$ cat src/rtl/tnoc_arbiter_pkg.sv
`default_nettype none
// ============================================================================
//  Module      : tnoc_arbiter_pkg
//  Description : Shared state encoding and round-robin selector for the
//                tnoc packet arbiters.
//  Revision    : 1.0 - initial release
// ============================================================================
package tnoc_arbiter_pkg;

    localparam int c_MAX_REQUESTS = 32;

    typedef enum logic [0:0] {
        IDLE   = 1'b0,
        LOCKED = 1'b1
    } tnoc_wrr_state_e;

    // One-hot pick of the first set request at or after pointer, wrapping
    // modulo requests. Vectors are sized to the largest supported arbiter.
    function automatic logic [c_MAX_REQUESTS-1:0] rr_select(
        input logic [c_MAX_REQUESTS-1:0] request,
        input int unsigned               pointer,
        input int unsigned               requests
    );
        logic [c_MAX_REQUESTS-1:0] grant;
        logic                      found;
        int unsigned               idx;
        grant = '0;
        found = 1'b0;
        for (int unsigned k = 0; k < c_MAX_REQUESTS; k++) begin
            idx = pointer + k;
            if (idx >= requests) begin
                idx = idx - requests;
            end
            if (!found && (k < requests) && (idx < requests) && request[idx[4:0]]) begin
                grant[idx[4:0]] = 1'b1;
                found           = 1'b1;
            end
        end
        return grant;
    endfunction

endpackage
`default_nettype wire

$ cat src/rtl/tnoc_wrr_credit_counter.sv
`default_nettype none
// ============================================================================
//  Module      : tnoc_wrr_credit_counter
//  Description : Per-requester credit counter: loads max(weight,1) on reset
//                and reload, decrements on grant, flags exhaustion.
//  Revision    : 1.0 - initial release
// ============================================================================
module tnoc_wrr_credit_counter #(
    parameter int WEIGHT_WIDTH = 4
) (
    input  logic                    clk,
    input  logic                    rst,
    input  logic [WEIGHT_WIDTH-1:0] i_weight,
    input  logic                    i_reload,
    input  logic                    i_decrement,
    output logic                    o_zero
);

    logic [WEIGHT_WIDTH-1:0] r_credit;
    logic [WEIGHT_WIDTH-1:0] w_load_value;
    logic [WEIGHT_WIDTH-1:0] w_base;

    always_comb begin
        w_load_value = (i_weight == '0) ? WEIGHT_WIDTH'(1) : i_weight;
        // A reload and a grant in the same cycle charge the fresh credit.
        w_base       = i_reload ? w_load_value : r_credit;
    end

    always_ff @(posedge clk) begin
        if (rst) begin
            r_credit <= w_load_value;
        end else if (i_decrement) begin
            r_credit <= w_base - WEIGHT_WIDTH'(1);
        end else if (i_reload) begin
            r_credit <= w_base;
        end
    end

    assign o_zero = (r_credit == '0);

endmodule
`default_nettype wire

$ cat src/rtl/tnoc_packet_wrr_arbiter.sv
`default_nettype none
// ============================================================================
//  Module      : tnoc_packet_wrr_arbiter
//  Description : Packet-level weighted round-robin arbiter; grant is locked
//                from head to tail flit. Optional per-requester grant
//                counters with TNOC_PACKET_WRR_ARBITER_STATS_EN.
//  Revision    : 1.0 - initial release
// ============================================================================
module tnoc_packet_wrr_arbiter
    import tnoc_arbiter_pkg::*;
#(
    parameter int REQUESTS     = 4,
    parameter int WEIGHT_WIDTH = 4,
    parameter int COUNT_WIDTH  = 16
) (
    input  logic                             clk,
    input  logic                             rst,
    input  logic [REQUESTS-1:0]              i_request,
    input  logic [REQUESTS-1:0]              i_free,
    input  logic [REQUESTS*WEIGHT_WIDTH-1:0] i_weight,
    output logic [REQUESTS-1:0]              o_grant,
    output logic                             o_busy
`ifdef TNOC_PACKET_WRR_ARBITER_STATS_EN
    ,
    output logic [REQUESTS*COUNT_WIDTH-1:0]  o_grant_count
`endif
);

    localparam int c_PTR_WIDTH = $clog2(REQUESTS);

    tnoc_wrr_state_e           r_state;
    logic [c_PTR_WIDTH-1:0]    r_pointer;
    logic [c_PTR_WIDTH-1:0]    r_owner;
    logic [REQUESTS-1:0]       r_grant;

    logic [REQUESTS-1:0]       w_credit_zero;
    logic [REQUESTS-1:0]       w_eligible;
    logic [REQUESTS-1:0]       w_winner;
    logic                      w_reload;
    logic [c_MAX_REQUESTS-1:0] w_select;
    logic [c_PTR_WIDTH-1:0]    w_winner_idx;

    function automatic logic [c_PTR_WIDTH-1:0] ptr_next(input logic [c_PTR_WIDTH-1:0] idx);
        return (idx == c_PTR_WIDTH'(REQUESTS - 1)) ? '0 : idx + c_PTR_WIDTH'(1);
    endfunction

    if (REQUESTS < 2) begin : g_requests_invalid
    end
    if (COUNT_WIDTH < 1) begin : g_count_width_invalid
    end

    always_comb begin
        w_eligible = i_request & ~w_credit_zero;
        w_reload   = 1'b0;
        // Everyone still asking is out of credit: start a new round now.
        if ((r_state == IDLE) && !rst && (w_eligible == '0) && (i_request != '0)) begin
            w_reload   = 1'b1;
            w_eligible = i_request;
        end
        w_select = rr_select(c_MAX_REQUESTS'(w_eligible), 32'(r_pointer), REQUESTS);
        w_winner = ((r_state == IDLE) && !rst) ? w_select[REQUESTS-1:0] : '0;
        w_winner_idx = '0;
        for (int k = 0; k < c_MAX_REQUESTS; k++) begin
            if (w_select[k]) begin
                w_winner_idx = c_PTR_WIDTH'(k);
            end
        end
    end

    for (genvar j = 0; j < REQUESTS; j++) begin : g_credit
        tnoc_wrr_credit_counter #(
            .WEIGHT_WIDTH (WEIGHT_WIDTH)
        ) u_credit (
            .clk         (clk),
            .rst         (rst),
            .i_weight    (i_weight[j*WEIGHT_WIDTH +: WEIGHT_WIDTH]),
            .i_reload    (w_reload),
            .i_decrement (w_winner[j]),
            .o_zero      (w_credit_zero[j])
        );
    end

    always_ff @(posedge clk) begin
        if (rst) begin
            r_state   <= IDLE;
            r_pointer <= '0;
            r_owner   <= '0;
            r_grant   <= '0;
        end else begin
            case (r_state)
                IDLE: begin
                    if (w_winner != '0) begin
                        if ((i_free & w_winner) != '0) begin
                            r_pointer <= ptr_next(w_winner_idx);
                        end else begin
                            r_state <= LOCKED;
                            r_grant <= w_winner;
                            r_owner <= w_winner_idx;
                        end
                    end
                end
                LOCKED: begin
                    if ((i_free & r_grant) != '0) begin
                        r_state   <= IDLE;
                        r_grant   <= '0;
                        r_pointer <= ptr_next(r_owner);
                    end
                end
                default: begin
                    r_state <= IDLE;
                end
            endcase
        end
    end

    assign o_grant = rst ? '0 : ((r_state == LOCKED) ? r_grant : w_winner);
    assign o_busy  = (r_state == LOCKED);

`ifdef TNOC_PACKET_WRR_ARBITER_STATS_EN
    for (genvar j = 0; j < REQUESTS; j++) begin : g_stats
        logic [COUNT_WIDTH-1:0] r_count;
        always_ff @(posedge clk) begin
            if (rst) begin
                r_count <= '0;
            end else if (w_winner[j] && (r_count != '1)) begin
                r_count <= r_count + COUNT_WIDTH'(1);
            end
        end
        assign o_grant_count[j*COUNT_WIDTH +: COUNT_WIDTH] = r_count;
    end
`endif

endmodule
`default_nettype wire
$ cat config.mk
export PLATFORM = sky130hd
export DESIGN_NAME = tnoc_packet_wrr_arbiter
export DESIGN_NICKNAME = d
export VERILOG_FILES = /design/src/rtl/tnoc_arbiter_pkg.sv /design/src/rtl/tnoc_wrr_credit_counter.sv /design/src/rtl/tnoc_packet_wrr_arbiter.sv
export SDC_FILE = /design/constraint.sdc
export NUM_CORES = 1
export LEC_CHECK = 0
export CORE_MARGIN = 5
export CORE_UTILIZATION = 45
export CTS_CLUSTER_DIAMETER = 100
export DETAILED_ROUTE_END_ITERATION = 6
export PLACE_DENSITY = 0.78
export SYNTH_ARGS = -nofsm -noshare
export SYNTH_HDL_FRONTEND = slang
export SYNTH_SLANG_ARGS = --single-unit
$ cat constraint.sdc
create_clock -name clk -period 5.1 [get_ports clk]
set_clock_uncertainty 0.15 [all_clocks]
set_input_delay 1.02 -clock clk [delete_from_list [all_inputs] [get_ports clk]]
set_output_delay 1.02 -clock clk [all_outputs]
set_load 0.005 [all_outputs]
==> impl_metrics.json, run 1 <==
{
  "path_class": "input pin to output port",
  "peakVddDrop_uv": 354.5,
  "drc_errors": 0,
  "critPathMaxFanout": 3,
  "place_hpwl_mm": 5.606,
  "clock_path_buffers": 2,
  "place_inst": 422,
  "start_kind": "input pin",
  "clock.fmax_mhz": 201.0,
  "ys_warn_count": 0,
  "total_leakage_power_nw": 1.300,
  "cts_buffers": 3,
  "outcome": "finished, final reports clean",
  "postPlaceCellArea_mm2": 0.003120,
  "period_share": 0.9755,
  "final_util": 0.6118,
  "hold_viol_final": 0,
  "yosys-top-cells-area": "edfxtp_1 (20%), dfxtp_1 (7.3%), mux2i_1 (7.3%)",
  "async_flop_share": 0,
  "yosysSeqAreaShare": 0.2687,
  "worst_pin_slew_ps": 722.2,
  "num_vias": 2697,
  "cap_viol_max_count": 0,
  "synth_ff_type": "edfxtp_1",
  "synth_top_area_share": 0.1954,
  "ys_types": 60,
  "vias_per_cell": 6.186,
  "drtAntennaViolNets": 0,
  "fin_crit_ps": 4975,
  "rsz0062_at_grt": "no",
  "cts_tree": "yes",
  "grt_use_total": 0.2096,
  "ys_ff_latch": 25,
  "synth-edff-count": 16,
  "final_design_area_no_fill_mm2": 0.003307,
  "io_buffers": 30,
  "slew_headroom": 0.5123,
  "drt_iter0_drc": 251,
  "die_area_mm2": 0.007042,
  "synthToLayoutAreaGrowth_pct": 34.50,
  "wirelength_mm": 7.457,
  "routabilityCongestion": 0.9058,
  "die_h_um": 83.92,
  "yosys.area.top_type": "edfxtp_1",
  "end_kind": "output port",
  "grt_antenna_before_repair": 0,
  "grt_max_degree": 26,
  "initial_core_util": 0.4549,
  "final-max-slew-violation-count": 0,
  "hp-class": "register to register",
  "grt_pass1_vias": 2717,
  "finalNonFillerCells": 436,
  "postSynthCellCount": 290,
  "grt_pass1_wl_mm": 12.38,
  "cp_data_required_time_ps": 3930,
  "clockRootBuffer": "clkbuf_8",
  "synth_area_mm2": 0.002459,
  "core-area_mm2": 0.005405,
  "h-tree-depth": 1,
  "numClockSinks": 25,
  "syn_area_per_cell_um2": 8.478,
  "wl_per_cell_um": 17.10,
  "final_net_count": 403,
  "power_density_mw_per_mm2": 564.6,
  "ios": 31,
  "clock_latency_ps": 270,
  "die_x_um": 83.92,
  "setup_slack_ps": 124.8,
  "num_antenna_cells": 0,
  "clkTransAtPathRegs_ps": 90,
  "place_ws_ps": -316.8,
  "fp-row-count": 27,
  "synth_commonest_cells": "nand2_1 (30), nor2_1 (28), a21oi_1 (20)",
  "setup_viol": 0,
  "firstDrtPassIters": 5,
  "synth.most_common_cell": "nand2_1",
  "synth_fp_nets": 328,
  "whs_ps": 337.6,
  "grt_overflow_total": 0,
  "drive_above_1_share": 0.2253,
  "arrival_ps": 3810
}
-- layout by cell type, fill, tap and decap left out, types with 5 or more instances in the layout --
cell type and instances:
buf_4 51, nand2_1 30, nor2_1 27, clkdlybuf4s50_1 26, a21oi_1 20, mux2i_1 18, edfxtp_1 16, inv_1 12
ha_1 12, nor3_1 9, nand4_1 9, dfxtp_1 9, a22o_1 6, nand3_1 5, o21ai_0 5, nand2b_1 5
or3_1 5, xor2_1 5
-- worst max-delay path: stages --
cell	delay, ps
clkdlybuf4s50_1	490
or3b_4	390
o41a_1	370
buf_4	170
a221oi_4	280
a22oi_2	140
and4_1	250
or3_4	410
nand2b_4	80
a21oi_1	60
clkbuf_2	120
-- worst paths after layout --
| path | startpoint | to | slack [ps] | cells past startpoint |
|---|---|---|---|---|
| hold / removal | r_grant[2]$_SDFFE_PP0P_ | r_grant[2]$_SDFFE_PP0P_ | 340 | 2 |
| setup / recovery | i_request[0] | o_grant[2] | 120 | 11 |
| hold reg to reg | r_grant[2]$_SDFFE_PP0P_ | r_grant[2]$_SDFFE_PP0P_ | 340 | 2 |
| setup reg to reg | g_credit[2].u_credit.r_credit[1]$_DFFE_PP_ | g_credit[3].u_credit.r_credit[3]$_DFFE_PP_ | 830 | 11 |
-- what timing repair did --
action / CTS / global route
pin swaps: 13 / 11
setup endpoints to repair: 4 / 3
buffers inserted: 9 / 2
gates resized for setup: 15 / 9
hold buffers: 0 / 0
-- per-stage QoR --
stage / power, mW / TNS (ps)
6_report: 1.867 / 0
5_1_grt: 2.000 / 0
4_1_cts: 1.806 / 0
3_5_place_dp: 1.567 / -1207
3_3_place_gp: 1.536 / -1030
2_1_floorplan: 1.127 / 0
-- cell type report --
| type | instances | area [um2] |
|---|---|---|
| Multi-Input combinational cell | 241 | 1795 |
| Clock buffer | 4 | 45.04 |
| Fill cell | 473 | 2098 |
| Tap cell | 72 | 90.09 |
| Inverter | 13 | 48.80 |
| Timing Repair Buffer | 81 | 666.9 |
| Sequential cell | 25 | 660.6 |
-- state kept, by name, indices dropped and copies added, names as in the netlist --
signal / flops
g_credit.u_credit.r_credit: 16
r_grant: 4
r_owner: 2
r_pointer: 2
o_busy: 1
-- routing by layer --
metal,GRT usage,vias to the layer above,part of all wire
met2,0.3543,126,0.49
li1,-,1281,-
met5,0,-,0
met1,0.2683,1271,0.43
met4,0.07456,0,0.023
met3,0.03455,19,0.058
-- report_power, final --
part / total (mW) / internal [mW] / leakage (nW) / switching (mW)
clock: 0.124 / 0.0560 / 0.0228 / 0.0677
sequential: 0.383 / 0.312 / 0.231 / 0.0712
combinational: 1.36 / 0.673 / 1.05 / 0.687
total: 1.87 / 1.04 / 1.30 / 0.826
-- kinds of logic after synthesis --
family	count (synthesis)	share of synthesized area
simple gates	113	0.2361
fa+ha+maj	12	0.06107
xor+xnor	8	0.02850
buf+inv	24	0.03715
mux	20	0.08244
flops	25	0.2687
compound gates	88	0.2860
Note: power is estimated with default switching activity, not from simulation.
==> inputs of run 2 (changes only) <==
CORE_UTILIZATION = 40   (was 45)
PLACE_DENSITY = 0.72   (was 0.78)
TNS_END_PERCENT = 10   (was not set)
==> impl_metrics.json, run 2 (synthesis results as in run 1) <==
{
  "final-max-slew-violation-count": 0,
  "synthToLayoutAreaGrowth_pct": 33.74,
  "fp-row-count": 28,
  "setup_tns_ps": 0,
  "grt_pass1_wl_mm": 12.19,
  "final_net_count": 398,
  "total_power_mw": 1.820,
  "ios": 31,
  "grt_max_degree": 31,
  "core-area_mm2": 0.005956,
  "slew_headroom": 0.3834,
  "cap_viol_max_count": 0,
  "worst_pin_slew_ps": 912.9,
  "firstDrtPassIters": 7,
  "regMostFlops": "g_credit.u_credit.r_credit",
  "vias_per_cell": 5.929,
  "power_density_mw_per_mm2": 553.6,
  "place_hpwl_mm": 5.605,
  "mostFrequentLayoutCell": "buf_4",
  "num_antenna_cells": 0,
  "postCtsHoldBufs": 0,
  "place_ws_ps": -313.4,
  "hold_viol_final": 0,
  "end_kind": "output port",
  "cp_data_required_time_ps": 3930,
  "final_cell_mix": "buf_4 (45), nand2_1 (30), nor2_1 (27)",
  "total_leakage_power_nw": 1.296,
  "top_regs": "g_credit.u_credit.r_credit: 16 flops, r_grant: 4 flops",
  "drive_above_1_share": 0.2145,
  "routabilityCongestion": 0.9047,
  "grt_use_total": 0.1934,
  "drc_errors": 0,
  "clock.fmax_mhz": 204.1,
  "h-tree-depth": 1,
  "drt_iter0_drc": 193,
  "critPathMaxFanout": 4,
  "grt_pass1_vias": 2574,
  "start_kind": "input pin",
  "io_buffers": 30,
  "rsz0062_at_grt": "no",
  "arrival_ps": 3730,
  "setup_viol": 0,
  "cts_tree": "yes",
  "clock_latency_ps": 270,
  "initial_core_util": 0.4128,
  "path_class": "input pin to output port",
  "grt_antenna_before_repair": 0,
  "wirelength_mm": 7.269,
  "largest_register_ffs": 16,
  "clkTransAtPathRegs_ps": 90,
  "die_h_um": 88.40,
  "outcome": "finished, final reports clean",
  "hp-class": "register to register",
  "r2r_slack_ps": 930,
  "clock_path_buffers": 2,
  "period_share": 0.9608,
  "setup_slack_ps": 199.9,
  "grt_overflow_total": 0,
  "die_x_um": 88.40,
  "fin_crit_ps": 4900,
  "wl_per_cell_um": 16.75,
  "numClockSinks": 25,
  "num_vias": 2573,
  "peakVddDrop_uv": 381.5,
  "drtAntennaViolNets": 0,
  "clockRootBuffer": "clkbuf_8",
  "cts_buffers": 3,
  "die_area_mm2": 0.007815
}
## run 2: repair_timing
action,4_1_cts,5_1_grt
resized for setup,10,13
setup endpoints to repair,4,3
buffers inserted,4,2
pin swaps,7,8
## run 2: power breakdown
| part | internal (mW) | switching, mW |
|---|---|---|
| registers | 0.312 | 0.0704 |
| logic | 0.649 | 0.664 |
| clock network | 0.0561 | 0.0687 |
## run 2: metrics by stage
| step | hold WS (ps) | utilization | area, um2 | instances |
|---|---|---|---|---|
| after CTS | 352.6 | 0.5391 | 3211 | 432 |
| after global placement | 328.0 | 0.5233 | 3117 | 424 |
| after detailed placement | 333.7 | 0.5233 | 3117 | 424 |
| final | 347.1 | 0.5521 | 3288 | 434 |
| after global routing | 382.1 | 0.5521 | 3288 | 434 |
| after floorplan | 300.9 | - | 2459 | 290 |
## run 2: worst max-delay path: stages
cell	delay, ps
clkdlybuf4s50_1	430
or3b_4	390
o41a_1	420
a221oi_2	340
a22oi_2	170
buf_4	170
nand4_1	100
and3_4	210
nor2_4	40
a21oi_2	120
nor2_1	50
dlygate4sd2_1	260
## run 2: routing by layer
layer / routed length, um / GRT usage / vias up
met1: 3213 / 0.2696 / 1208
li1: - / - / 1267
met3: 478 / 0.02607 / 9
met2: 3502 / 0.3195 / 89
met4: 75 / 0.04258 / 0
met5: 0 / 0 / -
## run 2: path summary, 6_finish.rpt
kind                                                                  from                        end  cells past startpoint
worst min register to register                     r_owner[1]$_SDFFE_PP0P_    r_owner[1]$_SDFFE_PP0P_                      2
worst max-delay path                                                   rst                 o_grant[1]                     12
worst max register to register  g_credit[2].u_credit.r_credit[1]$_DFFE_PP_  r_pointer[1]$_SDFFE_PP0P_                     10
worst min-delay path                               r_owner[1]$_SDFFE_PP0P_    r_owner[1]$_SDFFE_PP0P_                      2
## run 2: area by class of cell
cell class                      count  area [um2]
Clock buffer                        4       45.04
Fill cell                         568        2668
Inverter                           13       48.80
Multi-Input combinational cell    241        1797
Sequential cell                    25       660.6
Tap cell                           75       93.84
Timing Repair Buffer               76       643.1
==> inputs of run 3 (changes only) <==
CAP_MARGIN = 20   (was not set)
==> results of run 3 <==
Final layout, timing and power as in run 2 (identical DEF).
